**config.mk**
```make
export PLATFORM = sky130hd
export DESIGN_NAME = bus_bridge_uart_framer_flat
export DESIGN_NICKNAME = d
export VERILOG_FILES = /design/src/rtl/bus_bridge_uart_framer_pkg.sv /design/src/rtl/bus_bridge_uart_framer_if.sv /design/src/rtl/bus_bridge_uart_framer_req_fifo.sv /design/src/rtl/bus_bridge_uart_framer.sv /design/src/flat_wrapper.sv
export SDC_FILE = /design/constraint.sdc
export NUM_CORES = 1
export LEC_CHECK = 0
export ABC_CLOCK_PERIOD_IN_PS = 4100
export CORE_ASPECT_RATIO = 2
export CORE_MARGIN = 5
export CORE_UTILIZATION = 55
export DETAILED_ROUTE_END_ITERATION = 10
export PLACE_DENSITY_LB_ADDON = 0.05
export SLEW_MARGIN = 20
export SYNTH_ARGS = -nofsm -noshare
export SYNTH_HDL_FRONTEND = slang
export SYNTH_SLANG_ARGS = --single-unit
```
**constraint.sdc**
```tcl
create_clock -name clk -period 4.1 [get_ports clk]
set_input_delay 0.41 -clock clk [delete_from_list [all_inputs] [get_ports clk]]
set_output_delay 0.41 -clock clk [all_outputs]
set_load 0.02 [all_outputs]
```
**src/rtl/bus_bridge_uart_framer_pkg.sv**
```systemverilog
// Shared types and constants for the UART framing engine on the bus bridge initiator path.
package bus_bridge_uart_framer_pkg;

  typedef enum logic [2:0] {
    RX_HUNT,
    RX_ADDR,
    RX_DATA,
    RX_FLAGS,
    RX_CSUM
  } rx_state_e;

  typedef enum logic [2:0] {
    TX_IDLE,
    TX_SYNC,
    TX_STATUS,
    TX_DATA,
    TX_CSUM
  } tx_state_e;

  typedef enum logic [1:0] {
    ERR_CSUM     = 2'd0,
    ERR_FLAGS    = 2'd1,
    ERR_TIMEOUT  = 2'd2,
    ERR_OVERFLOW = 2'd3
  } err_code_e;

  localparam logic [7:0] DEFAULT_SYNC_BYTE = 8'hA5;

  function automatic logic [7:0] sat_inc8(input logic [7:0] v);
    return (v == 8'hFF) ? v : v + 8'd1;
  endfunction

endpackage

```
**src/rtl/bus_bridge_uart_framer_if.sv**
```systemverilog
// Byte UART, bridge request/response and error-report signals of the framer.
interface bus_bridge_uart_framer_if
  import bus_bridge_uart_framer_pkg::*;
#(
  parameter int ADDR_WIDTH = 16,
  parameter int DATA_WIDTH = 8
) ();

  logic                  rx_valid;
  logic [7:0]            rx_data;
  logic                  tx_valid;
  logic [7:0]            tx_data;
  logic                  tx_ready;
  logic                  req_valid;
  logic                  req_ready;
  logic [ADDR_WIDTH-1:0] req_addr;
  logic [DATA_WIDTH-1:0] req_wdata;
  logic                  req_write;
  logic                  resp_valid;
  logic                  resp_ready;
  logic [DATA_WIDTH-1:0] resp_rdata;
  logic                  resp_write;
  logic                  frame_err;
  logic [1:0]            err_code;
  logic [7:0]            err_count;

  modport slave (
    input  rx_valid, rx_data, tx_ready, req_ready, resp_valid, resp_rdata, resp_write,
    output tx_valid, tx_data, req_valid, req_addr, req_wdata, req_write, resp_ready,
           frame_err, err_code, err_count
  );

  modport master (
    output rx_valid, rx_data, tx_ready, req_ready, resp_valid, resp_rdata, resp_write,
    input  tx_valid, tx_data, req_valid, req_addr, req_wdata, req_write, resp_ready,
           frame_err, err_code, err_count
  );

endinterface

```
**src/rtl/bus_bridge_uart_framer_req_fifo.sv**
```systemverilog
// Synchronous show-ahead request FIFO; the head entry is visible whenever not empty.
module bus_bridge_req_fifo
  import bus_bridge_uart_framer_pkg::*;
#(
  parameter int WIDTH = 25,
  parameter int DEPTH = 4
) (
  input  logic             clk,
  input  logic             rst,
  input  logic             i_push,
  input  logic [WIDTH-1:0] i_wdata,
  input  logic             i_pop,
  output logic [WIDTH-1:0] o_rdata,
  output logic             o_full,
  output logic             o_empty
);

  localparam int AW = $clog2(DEPTH);

  logic [WIDTH-1:0] r_mem [DEPTH];
  logic [AW-1:0]    r_wr_ptr;
  logic [AW-1:0]    r_rd_ptr;
  logic [AW:0]      r_count;
  logic             w_wr_en;
  logic             w_rd_en;

  // Full is judged on the registered count, so a same-cycle pop never frees room for a push.
  assign o_full  = (r_count == (AW+1)'(DEPTH));
  assign o_empty = (r_count == '0);
  assign o_rdata = r_mem[r_rd_ptr];
  assign w_wr_en = i_push && !o_full;
  assign w_rd_en = i_pop && !o_empty;

  always_ff @(posedge clk) begin
    if (w_wr_en) r_mem[r_wr_ptr] <= i_wdata;
  end

  always_ff @(posedge clk or posedge rst) begin
    if (rst) begin
      r_wr_ptr <= '0;
      r_rd_ptr <= '0;
      r_count  <= '0;
    end else begin
      if (w_wr_en) r_wr_ptr <= r_wr_ptr + AW'(1);
      if (w_rd_en) r_rd_ptr <= r_rd_ptr + AW'(1);
      case ({w_wr_en, w_rd_en})
        2'b10:   r_count <= r_count + (AW+1)'(1);
        2'b01:   r_count <= r_count - (AW+1)'(1);
        default: r_count <= r_count;
      endcase
    end
  end

endmodule

```
**src/rtl/bus_bridge_uart_framer.sv**
```systemverilog
// UART framing engine: parses checksummed request frames into a FIFO and serialises responses.
module bus_bridge_uart_framer
  import bus_bridge_uart_framer_pkg::*;
#(
  parameter int         ADDR_WIDTH     = 16,
  parameter int         DATA_WIDTH     = 8,
  parameter int         REQ_DEPTH      = 4,
  parameter logic [7:0] SYNC_BYTE      = DEFAULT_SYNC_BYTE,
  parameter int         TIMEOUT_CYCLES = 1000
) (
  input logic                   clk,
  input logic                   rst,
  bus_bridge_uart_framer_if.slave bus
);

  localparam int         AB        = ADDR_WIDTH / 8;
  localparam int         DB        = DATA_WIDTH / 8;
  localparam int         FW        = ADDR_WIDTH + DATA_WIDTH + 1;
  localparam int         IW        = $clog2(TIMEOUT_CYCLES + 1);
  localparam logic [7:0] AB_LAST   = 8'(AB - 1);
  localparam logic [7:0] DB_LAST   = 8'(DB - 1);
  localparam logic [IW-1:0] IDLE_LAST = IW'(TIMEOUT_CYCLES - 1);

  function automatic logic [7:0] fold_xor(input logic [DATA_WIDTH-1:0] d);
    logic [7:0] acc;
    acc = '0;
    for (int i = 0; i < DB; i++) acc ^= d[8*i +: 8];
    return acc;
  endfunction

  rx_state_e             r_rx_state, w_rx_next;
  logic [7:0]            r_rx_cnt;
  logic [ADDR_WIDTH-1:0] r_rx_addr;
  logic [DATA_WIDTH-1:0] r_rx_data;
  logic [7:0]            r_rx_flags;
  logic [7:0]            r_rx_csum;
  logic [IW-1:0]         r_idle;
  logic                  w_push;
  logic                  w_err;
  err_code_e             w_err_code;
  logic                  r_frame_err;
  err_code_e             r_err_code;
  logic [7:0]            r_err_count;
  logic                  w_fifo_full;
  logic                  w_fifo_empty;
  logic                  w_pop;
  logic [FW-1:0]         w_fifo_head;

  // RX next-state and frame verdict
  always_comb begin
    w_rx_next  = r_rx_state;
    w_push     = 1'b0;
    w_err      = 1'b0;
    w_err_code = ERR_CSUM;
    if (bus.rx_valid) begin
      case (r_rx_state)
        RX_HUNT:  if (bus.rx_data == SYNC_BYTE) w_rx_next = RX_ADDR;
        RX_ADDR:  if (r_rx_cnt == AB_LAST) w_rx_next = RX_DATA;
        RX_DATA:  if (r_rx_cnt == DB_LAST) w_rx_next = RX_FLAGS;
        RX_FLAGS: w_rx_next = RX_CSUM;
        RX_CSUM: begin
          w_rx_next = RX_HUNT;
          if (r_rx_flags[7:1] != 7'd0) begin
            w_err      = 1'b1;
            w_err_code = ERR_FLAGS;
          end else if (bus.rx_data != r_rx_csum) begin
            w_err      = 1'b1;
            w_err_code = ERR_CSUM;
          end else if (w_fifo_full) begin
            w_err      = 1'b1;
            w_err_code = ERR_OVERFLOW;
          end else begin
            w_push = 1'b1;
          end
        end
        default:  w_rx_next = RX_HUNT;
      endcase
    end else if (r_rx_state != RX_HUNT && r_idle == IDLE_LAST) begin
      // An arriving byte takes precedence, so expiry is only considered on idle cycles.
      w_err      = 1'b1;
      w_err_code = ERR_TIMEOUT;
      w_rx_next  = RX_HUNT;
    end
  end

  always_ff @(posedge clk) begin
    if (bus.rx_valid) begin
      case (r_rx_state)
        RX_HUNT: begin
          r_rx_cnt  <= '0;
          r_rx_csum <= '0;
        end
        RX_ADDR: begin
          r_rx_addr[8*r_rx_cnt +: 8] <= bus.rx_data;
          r_rx_csum <= r_rx_csum ^ bus.rx_data;
          r_rx_cnt  <= (r_rx_cnt == AB_LAST) ? 8'd0 : r_rx_cnt + 8'd1;
        end
        RX_DATA: begin
          r_rx_data[8*r_rx_cnt +: 8] <= bus.rx_data;
          r_rx_csum <= r_rx_csum ^ bus.rx_data;
          r_rx_cnt  <= (r_rx_cnt == DB_LAST) ? 8'd0 : r_rx_cnt + 8'd1;
        end
        RX_FLAGS: begin
          r_rx_flags <= bus.rx_data;
          r_rx_csum  <= r_rx_csum ^ bus.rx_data;
        end
        default: ;
      endcase
    end
  end

  always_ff @(posedge clk or posedge rst) begin
    if (rst) begin
      r_rx_state  <= RX_HUNT;
      r_idle      <= '0;
      r_frame_err <= 1'b0;
      r_err_code  <= ERR_CSUM;
      r_err_count <= '0;
    end else begin
      r_rx_state  <= w_rx_next;
      r_idle      <= (bus.rx_valid || r_rx_state == RX_HUNT) ? '0 : r_idle + IW'(1);
      r_frame_err <= w_err;
      r_err_code  <= w_err ? w_err_code : ERR_CSUM;
      if (w_err) r_err_count <= sat_inc8(r_err_count);
    end
  end

  assign bus.frame_err = r_frame_err;
  assign bus.err_code  = r_err_code;
  assign bus.err_count = r_err_count;

  // Request FIFO boundary
  assign w_pop = bus.req_ready && !w_fifo_empty;

  bus_bridge_req_fifo #(
    .WIDTH (FW),
    .DEPTH (REQ_DEPTH)
  ) u_req_fifo (
    .clk     (clk),
    .rst     (rst),
    .i_push  (w_push),
    .i_wdata ({r_rx_addr, r_rx_data, r_rx_flags[0]}),
    .i_pop   (w_pop),
    .o_rdata (w_fifo_head),
    .o_full  (w_fifo_full),
    .o_empty (w_fifo_empty)
  );

  // Storage is not reset, so the head is masked to keep req_* at zero while empty.
  assign bus.req_valid = !w_fifo_empty;
  assign {bus.req_addr, bus.req_wdata, bus.req_write} = w_fifo_empty ? '0 : w_fifo_head;

  tx_state_e             r_tx_state, w_tx_next;
  logic                  r_tx_valid, w_tx_valid;
  logic [7:0]            r_tx_data, w_tx_data;
  logic [7:0]            r_tx_cnt, w_tx_cnt;
  logic [DATA_WIDTH-1:0] r_tx_shift, w_tx_shift;
  logic [7:0]            r_tx_csum;
  logic                  r_resp_write;
  logic                  r_resp_ready;
  logic                  w_tx_acc;
  logic                  w_capture;

  assign w_tx_acc = r_tx_valid && bus.tx_ready;

  // TX next-state and next presented byte
  always_comb begin
    w_tx_next  = r_tx_state;
    w_tx_valid = r_tx_valid;
    w_tx_data  = r_tx_data;
    w_tx_cnt   = r_tx_cnt;
    w_tx_shift = r_tx_shift;
    w_capture  = 1'b0;
    case (r_tx_state)
      TX_IDLE: if (bus.resp_valid && r_resp_ready) begin
        w_capture  = 1'b1;
        w_tx_next  = TX_SYNC;
        w_tx_valid = 1'b1;
        w_tx_data  = SYNC_BYTE;
        w_tx_shift = bus.resp_rdata;
      end
      TX_SYNC: if (w_tx_acc) begin
        w_tx_next = TX_STATUS;
        w_tx_data = {7'b0, r_resp_write};
      end
      TX_STATUS: if (w_tx_acc) begin
        w_tx_next  = TX_DATA;
        w_tx_cnt   = '0;
        w_tx_data  = r_tx_shift[7:0];
        w_tx_shift = r_tx_shift >> 8;
      end
      TX_DATA: if (w_tx_acc) begin
        if (r_tx_cnt == DB_LAST) begin
          w_tx_next = TX_CSUM;
          w_tx_data = r_tx_csum;
        end else begin
          w_tx_cnt   = r_tx_cnt + 8'd1;
          w_tx_data  = r_tx_shift[7:0];
          w_tx_shift = r_tx_shift >> 8;
        end
      end
      TX_CSUM: if (w_tx_acc) begin
        w_tx_next  = TX_IDLE;
        w_tx_valid = 1'b0;
        w_tx_data  = '0;
      end
      default: w_tx_next = TX_IDLE;
    endcase
  end

  always_ff @(posedge clk) begin
    r_tx_shift <= w_tx_shift;
    if (w_capture) begin
      r_resp_write <= bus.resp_write;
      r_tx_csum    <= fold_xor(bus.resp_rdata) ^ {7'b0, bus.resp_write};
    end
  end

  always_ff @(posedge clk or posedge rst) begin
    if (rst) begin
      r_tx_state   <= TX_IDLE;
      r_tx_valid   <= 1'b0;
      r_tx_data    <= '0;
      r_tx_cnt     <= '0;
      r_resp_ready <= 1'b0;
    end else begin
      r_tx_state   <= w_tx_next;
      r_tx_valid   <= w_tx_valid;
      r_tx_data    <= w_tx_data;
      r_tx_cnt     <= w_tx_cnt;
      r_resp_ready <= (w_tx_next == TX_IDLE);
    end
  end

  assign bus.tx_valid   = r_tx_valid;
  assign bus.tx_data    = r_tx_data;
  assign bus.resp_ready = r_resp_ready;

endmodule

```
**src/flat_wrapper.sv**
```systemverilog
// flat-port wrapper written by rule: the top's interface ports become plain ports
module bus_bridge_uart_framer_flat import bus_bridge_uart_framer_pkg::*;
#(
  parameter int         ADDR_WIDTH     = 16,
  parameter int         DATA_WIDTH     = 8,
  parameter int         REQ_DEPTH      = 4,
  parameter logic [7:0] SYNC_BYTE      = DEFAULT_SYNC_BYTE,
  parameter int         TIMEOUT_CYCLES = 1000
)
  (clk, rst, bus_rx_valid, bus_rx_data, bus_tx_ready, bus_req_ready, bus_resp_valid, bus_resp_rdata, bus_resp_write, bus_tx_valid, bus_tx_data, bus_req_valid, bus_req_addr, bus_req_wdata, bus_req_write, bus_resp_ready, bus_frame_err, bus_err_code, bus_err_count);
  bus_bridge_uart_framer_if #(.ADDR_WIDTH(ADDR_WIDTH), .DATA_WIDTH(DATA_WIDTH)) bus_i ();
  input logic clk;
  input logic rst;
  input wire logic [$bits(bus_i.rx_valid)-1:0] bus_rx_valid;
  input wire logic [$bits(bus_i.rx_data)-1:0] bus_rx_data;
  input wire logic [$bits(bus_i.tx_ready)-1:0] bus_tx_ready;
  input wire logic [$bits(bus_i.req_ready)-1:0] bus_req_ready;
  input wire logic [$bits(bus_i.resp_valid)-1:0] bus_resp_valid;
  input wire logic [$bits(bus_i.resp_rdata)-1:0] bus_resp_rdata;
  input wire logic [$bits(bus_i.resp_write)-1:0] bus_resp_write;
  output wire logic [$bits(bus_i.tx_valid)-1:0] bus_tx_valid;
  output wire logic [$bits(bus_i.tx_data)-1:0] bus_tx_data;
  output wire logic [$bits(bus_i.req_valid)-1:0] bus_req_valid;
  output wire logic [$bits(bus_i.req_addr)-1:0] bus_req_addr;
  output wire logic [$bits(bus_i.req_wdata)-1:0] bus_req_wdata;
  output wire logic [$bits(bus_i.req_write)-1:0] bus_req_write;
  output wire logic [$bits(bus_i.resp_ready)-1:0] bus_resp_ready;
  output wire logic [$bits(bus_i.frame_err)-1:0] bus_frame_err;
  output wire logic [$bits(bus_i.err_code)-1:0] bus_err_code;
  output wire logic [$bits(bus_i.err_count)-1:0] bus_err_count;
  assign bus_i.rx_valid = bus_rx_valid;
  assign bus_i.rx_data = bus_rx_data;
  assign bus_i.tx_ready = bus_tx_ready;
  assign bus_i.req_ready = bus_req_ready;
  assign bus_i.resp_valid = bus_resp_valid;
  assign bus_i.resp_rdata = bus_resp_rdata;
  assign bus_i.resp_write = bus_resp_write;
  assign bus_tx_valid = bus_i.tx_valid;
  assign bus_tx_data = bus_i.tx_data;
  assign bus_req_valid = bus_i.req_valid;
  assign bus_req_addr = bus_i.req_addr;
  assign bus_req_wdata = bus_i.req_wdata;
  assign bus_req_write = bus_i.req_write;
  assign bus_resp_ready = bus_i.resp_ready;
  assign bus_frame_err = bus_i.frame_err;
  assign bus_err_code = bus_i.err_code;
  assign bus_err_count = bus_i.err_count;
  bus_bridge_uart_framer #(.ADDR_WIDTH(ADDR_WIDTH), .DATA_WIDTH(DATA_WIDTH), .REQ_DEPTH(REQ_DEPTH), .SYNC_BYTE(SYNC_BYTE), .TIMEOUT_CYCLES(TIMEOUT_CYCLES)) u_core (.clk(clk), .rst(rst), .bus(bus_i));
endmodule
```
Yosys cells after proc, flatten, opt, wreduce, memory -nomap -nowiden. Memory sizes are Yosys's and may differ from the RTL's. Index checks and enable logic that the tools add are counted.

Shifts and indexed selects: 4. Mux-type cells: 61. $add $sub $neg: 9. Eq/ne operators: 25. Bitwise gates (word level): 3. Reductions and logical operators: 37.

Operator list (number): 2-to-1 mux 8 bit (13); case mux 8 bit (3 select lines) (2); case mux 8 bit (5 select lines) (1); negator 11 -> 34 bit (1); variable shift 8 x 34 -> 16 bit, first input constant (1); variable shift 8 x 34 -> 8 bit, first input constant (1); variable part select 8 x 34 -> 16 bit (1); variable part select 8 x 34 -> 8 bit (1); 2-to-1 mux 3 bit (11); case mux 8 bit (2 select lines) (2); 2-to-1 mux 25 bit (1); adder 8 x 1 -> 8 bit, second input constant (3); 2-to-1 mux 1 bit (17); bitwise mux 16 bit (1); == test 8 bit, second input constant (2); zero test 8 bit (2); case mux 3 bit (5 select lines) (1); 2-to-1 mux 2 bit (7); == test 3 x 2 -> 1 bit, second input constant (4); zero test 3 bit (4); case mux 3 bit (4 select lines) (1); AND reduction 2 bit (6); adder 10 x 1 -> 10 bit, second input constant (1); == test 10 bit, second input constant (1); 31 further kinds (54).

Memories: 1. Bits in registers: 117. Bits of input ports: 23. Memory bits (writable): 100. Logic and storage cells: 161.

Memory list: u_core.u_req_fifo.r_mem (words 4, bits a word 25, rd ports 1, clocked after memory_dff 0, write ports 1, line bus_bridge_uart_framer_req_fifo.sv:20) `logic [WIDTH-1:0] r_mem [DEPTH];`.

Longest topological paths before layout. Gate-level depths: netlist (run 1).

Depth after elaboration: 9. Gate-level depth with buffers: 11. Depth with buffers taken out: 11.

Cells and area by module. From an unflattened synthesis (run 1), not the netlist that was laid out.

Cells, all modules: 623. Area, all modules: 9416.5 um2.

By module, submodules not included: bus_bridge_uart_framer (seq. area each 3078.0 um2, cells each 454, instances 1, area each 5332.6 um2); bus_bridge_req_fifo (seq. area each 3178.0 um2, cells each 169, instances 1, area each 4083.9 um2).

Worst setup path after synthesis (run 1). OpenSTA, ideal clock, no wires.

Path type: flip-flop to flip-flop. Start point: reg u_core.r_rx_cnt[2] (netlist name). End point: reg u_core.r_rx_addr[10] (enable). Data arrival time: 2911 ps. Path buffers: 1. Setup time: 398 ps. Stages on the path, launching flop included: 10. Required time: 3702 ps. Slack: 791 ps. Cells stage by stage: edfxtp_1 > buf_4 > nor4_2 > nand3_1 > nor2_1 > ha_1 > nor4b_1 > nand4_1 > a21boi_1 > nor4b_1.

RTL lines: end signal, assigned by index (line bus_bridge_uart_framer.sv:94) `r_rx_addr[8*r_rx_cnt +: 8] <= bus.rx_data;`; end, declared (line bus_bridge_uart_framer.sv:33) `logic [ADDR_WIDTH-1:0] r_rx_addr;`.

==> results of run 1 <==
-- worst max-delay path by stage --
stage	depth (start not counted)	to	slack [ns]
after global placement	6	u_core.u_req_fifo.r_mem[3][11]	0.90
final	9	u_core.r_rx_addr[10]	0.98
after global routing	9	u_core.r_rx_addr[7]	0.60
after detailed placement	6	u_core.u_req_fifo.r_mem[3][11]	0.77
after floorplan	9	u_core.r_rx_addr[10]	0.79
after CTS	9	u_core.r_rx_addr[10]	1.02
-- worst max-delay path, stage by stage, from the launching register on --
cell and delay, ns:
edfxtp_1 0.53, nor4_2 0.56, nand3_1 0.16, nor2_1 0.11
ha_1 0.25, nor4b_1 0.35, nand4_1 0.16, a21boi_1 0.20
nor4b_1 0.29, buf_4 0.22
-- per-layer routing --
metal | routed length, um | up-vias
met2 | 9680 | 139
met1 | 6660 | 2655
met4 | 789 | 0
met5 | 0 | -
li1 | - | 2507
met3 | 751 | 41
-- power breakdown --
group	internal (mW)	switching (mW)	leakage [nW]
clock network	0.996	0.714	0.297
logic	0.911	0.950	1.44
registers	2.52	0.141	2.21
total	4.43	1.81	3.94
-- per-stage QoR --
stage	cells	hold WS, ns	power (mW)
CTS	930	0.415	6.32
detailed placement	897	0.468	4.60
finish	930	0.399	6.23
global route	930	0.451	6.55
global placement	897	0.465	4.55
floorplan	636	0.447	3.90
-- kinds of logic after synthesis --
family	after synthesis
buffers and inverters	39
AOI/OAI and AO/OA	63
muxes	37
and+or+nand+nor	228
adders and majority gates	15
xor gates and xnor gates	37
DFF	217
-- synth_stat cells (all sizes together), types with 4 or more instances --
library cell | instances | area, sq um
buf | 7 | 37.5
nor2b | 5 | 31.3
a21o | 4 | 30.0
a211oi | 5 | 37.5
o31ai | 6 | 50.1
nor4b | 7 | 88.8
nor3 | 7 | 35.0
nand4 | 7 | 43.8
and2 | 64 | 404
and3 | 7 | 43.8
mux4 | 25 | 563
nand2 | 38 | 143
xnor2 | 20 | 175
nor2 | 40 | 150
inv | 18 | 67.6
a21oi | 12 | 60.1
dfrtp | 52 | 1300
o21ai | 16 | 80.1
or2 | 6 | 40.0
nand3 | 23 | 120
edfxtp | 165 | 4950
or3 | 4 | 25.0
xor2 | 17 | 149
clkbuf | 14 | 52.6
ha | 14 | 175
mux2 | 6 | 71.3
mux2i | 6 | 60.1
-- layout make-up --
type,instances,area (sq um)
well taps,207,259
flip-flops and latches,217,6260
multi-input cells,380,2940
clock inverters,9,92.6
repair buffers,75,736
fillers,1252,5910
inverters,18,70.1
clock buffers,24,504
-- registers in the layout, summed over array words and instances (netlist names), 3 cells and up --
register                   count
u_core.r_rx_state              3
u_core.r_rx_data               8
u_core.r_idle                 10
u_core.bus.err_count           8
u_core.r_rx_addr              16
u_core.u_req_fifo.r_count      3
u_core.r_tx_shift              8
u_core.r_tx_csum               8
u_core.r_rx_flags              8
u_core.r_rx_cnt                8
u_core.r_rx_csum               8
u_core.r_tx_state              3
u_core.r_tx_cnt                8
u_core.bus.tx_data             8
u_core.u_req_fifo.r_mem      100
==> reports/results.ini, run 1 <==
[die]
io_pins = 70
fp.dieW_um = 102
initial_core_util_pct = 55.8
die_y_um = 194
core_sq_mm = 0.0168
die_area_sq_mm = 0.0199
placement_rows = 67

[setup_path]
cp-end-kind = flip-flop
rr_worst_depth = 9
path_class = reg2reg
worstPathMaxFanout = 10
worst-endpoint-arrival_ns = 3.31
r2r-end = u_core.r_rx_addr[10]
worstPathRequired_ns = 4.29
reg2reg_slack_ns = 0.98
critPathLaunch = u_core.r_rx_cnt[2]
r2r-start = u_core.r_rx_cnt[2]
cp-start-kind = flip-flop

[sta]
min_period_ns = 3.12
hold_viol = 0
worstMarginPinSlew_ns = 0.931
setup_viol = 0
clock_skew_ns = 0.0113
drv_slew = 0
rsz0062_at_grt = no
period_share_pct = 76.0
slew_headroom_pct = 37.9
fin_setup_tns_ns = 0
fmaxAchievable_ghz = 0.321
worst_slack_ns = 0.983

[synth]
ys.flop_type = edfxtp_1
synth-edff-count = 165
ys_ff_latch = 217
synthSimpleGateAreaFrac_pct = 13.9
ys_warn_count = 0
synthArstFlopShare_pct = 24.0
yosys.cell_types.count = 64
synth_xor_area_share_pct = 3.46
synth_compound_gate_area_share_pct = 4.55
avgSynthCellArea_sq_um = 14.7
synth.cell_area_sq_mm = 0.00936
synth-adder-area-share_pct = 2.09
synth_mux_area_share_pct = 7.42
synthesis.instances = 636
synth_nets = 674
synth_top_family_by_area = simple AND/OR/NAND/NOR gates
yosysSeqAreaShare_pct = 66.9

[grt]
gr-usage-met3_pct = 2.73
grt_max_degree = 53
grt_usage_pct = 18.6
grt_pass1_vias = 5775
grt_pass1_wl_mm = 29.0
gr-total-overflow = 0
gr-max-usage-layer = met2
use_met1_pct = 20.8
grt_antenna_before_repair = 0
use_met2_pct = 34.0

[cts]
cts_buffer_depth = 3
cts-root-buf = clkbuf_16
worstSkewPairLatency_ns = 0.47
postCtsSetupRepairBufs = 0
cts_hold_buf = 0
cts_tree = yes
clkSlewWorstSetupHoldPaths_ns = 0.06
post_cts_resized = 0
cts_buffers = 19
h-tree-depth = 1
cts.sink_count = 217

[drt]
wl_mm = 17.9
drc = 0
drt_iter0_markers = 305
vias = 5342
vias_per_cell = 5.74
first_pass_iters = 6
drtAntennaViolNets = 0
avgRoutedWirePerCell_um = 19.2

[place]
dp.final_hpwl_mm = 12.9
gp_congestion = 0.902
place_ws_ns = 0.768
dpl-instance-area_sq_mm = 0.0103
io_buffers = 69

[finish]
stdcell_area_sq_mm = 0.0109
fin_util_pct = 64.8
final_common_cell = edfxtp_1
layout_common_cells = edfxtp_1 (165), clkdlybuf4s50_1 (69), and2_1 (61)
num_antenna_cells = 0
area_growth_pct = 16.1
drive_gt1_share_pct = 11.3
nNetsFinal = 749

[worst_hold_path]
min_path_type = in2async

[power_and_ir_drop]
p_per_area_mw_per_mm2 = 574
peakVddDrop_mv = 0.408
p_leak_nw = 3.94

[flow_run]
maxCapViolCount = 0

[status]
status = complete, no violations

No activity file was read; power rests on OpenSTA's default activity.
==> inputs of run 2 (changes only) <==
Settings changed: ABC_CLOCK_PERIOD_IN_PS 4100 to 3050.
Clock period 4.1 ns to 3.05 ns, I/O delays scaled along.
==> reports/results.ini, run 2 (synthesized netlist as in run 1, its figures left out) <==
[finish]
final_common_cell = edfxtp_1
num-fill-cells = 1248
stdcell_area_sq_mm = 0.0111
area_growth_pct = 18.4
layout_common_cells = edfxtp_1 (165), clkdlybuf4s50_1 (69), and2_1 (61)
drive_gt1_share_pct = 13.9
top_register = u_core.u_req_fifo.r_mem
nNetsFinal = 769
largest_reg_flops = 100
stdcell_count = 950
num_antenna_cells = 0
reg_top3 = u_core.u_req_fifo.r_mem (100), u_core.r_rx_addr (16), u_core.r_idle (10)

[status]
status = complete, no violations

[sta]
hold_viol = 0
worstMarginPinSlew_ns = 0.799
holdWs_ns = 0.201
drv_slew = 0
setup_viol = 0
min_period_ns = 2.74
period_share_pct = 89.7
clock_skew_ns = 0.0112
fmaxAchievable_ghz = 0.365
worst_slack_ns = 0.313
slew_headroom_pct = 46.6
rsz0062_at_grt = no

[power_and_ir_drop]
peakVddDrop_mv = 0.749
p_leak_nw = 4.05
p_per_area_mw_per_mm2 = 763

[die]
io_pins = 70
placement_rows = 67
core_sq_mm = 0.0168
die_y_um = 194
die_area_sq_mm = 0.0199
initial_core_util_pct = 55.8
fp.dieW_um = 102

[drt]
drc = 0
first_pass_iters = 4
avgRoutedWirePerCell_um = 18.7
drt_iter0_markers = 199
drtAntennaViolNets = 0
vias_per_cell = 5.73
wl_mm = 17.7
vias = 5442

[grt]
grt_usage_pct = 18.5
grt_pass1_wl_mm = 29.0
grt_pass1_vias = 5788
grt_max_degree = 29
grt_antenna_before_repair = 0
gr-total-overflow = 0

[cts]
cts.sink_count = 217
h-tree-depth = 1
post_cts_resized = 0
postCtsSetupRepairBufs = 0
cts-root-buf = clkbuf_16
clkSlewWorstSetupHoldPaths_ns = 0.07
cts_hold_buf = 0
worstSkewPairLatency_ns = 0.48
cts_buffer_depth = 3
cts_tree = yes
cts_buffers = 19

[place]
io_buffers = 69
dp.final_hpwl_mm = 12.9
place_ws_ns = 0.101
dp.cells = 917
dpl-instance-area_sq_mm = 0.0105
gp_congestion = 0.887

[setup_path]
worst-endpoint-arrival_ns = 2.93
cp-start-kind = flip-flop
worstPathMaxFanout = 8
worstPathRequired_ns = 3.24
path_class = reg2reg
cp-end-kind = flip-flop

[worst_hold_path]
min_path_type = in2async

[flow_run]
maxCapViolCount = 0

[run 2: cell types whose count changed in the layout (fill, tap and decap cells not counted), sizes merged]
cell,previous run,this run
buf,6,26
clkbuf,24,21
clkinvlp,0,3
[run 2: final timing paths]
path	startpoint	end	slack, ns	depth (start not counted)
max in group asynchronous	rst	u_core.r_idle[0]	2.56	3
min reg2reg	u_core.u_req_fifo.r_count[2]	u_core.u_req_fifo.r_count[2]	0.49	1
max reg2reg	u_core.r_rx_cnt[2]	u_core.r_rx_addr[10]	0.31	9
max	u_core.r_rx_cnt[2]	u_core.r_rx_addr[10]	0.31	9
min in group clk	bus_resp_rdata[5]	u_core.r_tx_csum[5]	0.40	1
min	rst	u_core.bus.tx_data[0]	0.20	3
[run 2: area by class of cell]
| cell class | count | area, sq um | area share, % |
|---|---|---|---|
| inverters | 18 | 67.6 | 0.610 |
| repair buffers | 95 | 948 | 8.56 |
| well taps | 207 | 259 | 2.34 |
| clock inverters | 12 | 119 | 1.07 |
| flip-flops and latches | 217 | 6260 | 56.5 |
| clock buffers | 21 | 483 | 4.36 |
| multi-input cells | 380 | 2940 | 26.6 |
[run 2: routing by layer]
| layer | global-route usage [%] | wire (um) |
|---|---|---|
| met1 | 20.0 | 6370 |
| met2 | 35.2 | 10100 |
| met3 | 2.48 | 635 |
| met4 | 6.81 | 595 |
| met5 | 0 | 0 |
[run 2: critical path, cell delays in order, from the launching register on]
cell and delay (ns):
edfxtp_1 0.42, nor4_2 0.35, nand3_1 0.14, nor2_1 0.10, ha_1 0.25, nor4b_1 0.30
nand4_1 0.16, a21boi_1 0.18, nor4b_1 0.31, buf_4 0.23
[run 2: report_power, final]
group          switching [mW]  internal [mW]  total [mW]
clock                   0.992           1.32        2.31
sequential              0.186           3.39        3.57
combinational            1.29           1.28        2.56
[run 2: per-stage QoR]
stage	total power, mW	util, %	setup TNS [ns]
3_5_place_dp	6.24	62.5	0
3_3_place_gp	6.17	62.5	0
4_1_cts	8.56	66.1	0
2_1_floorplan	5.24	-	-4.14
6_report	8.45	66.1	0
5_1_grt	8.90	66.1	0
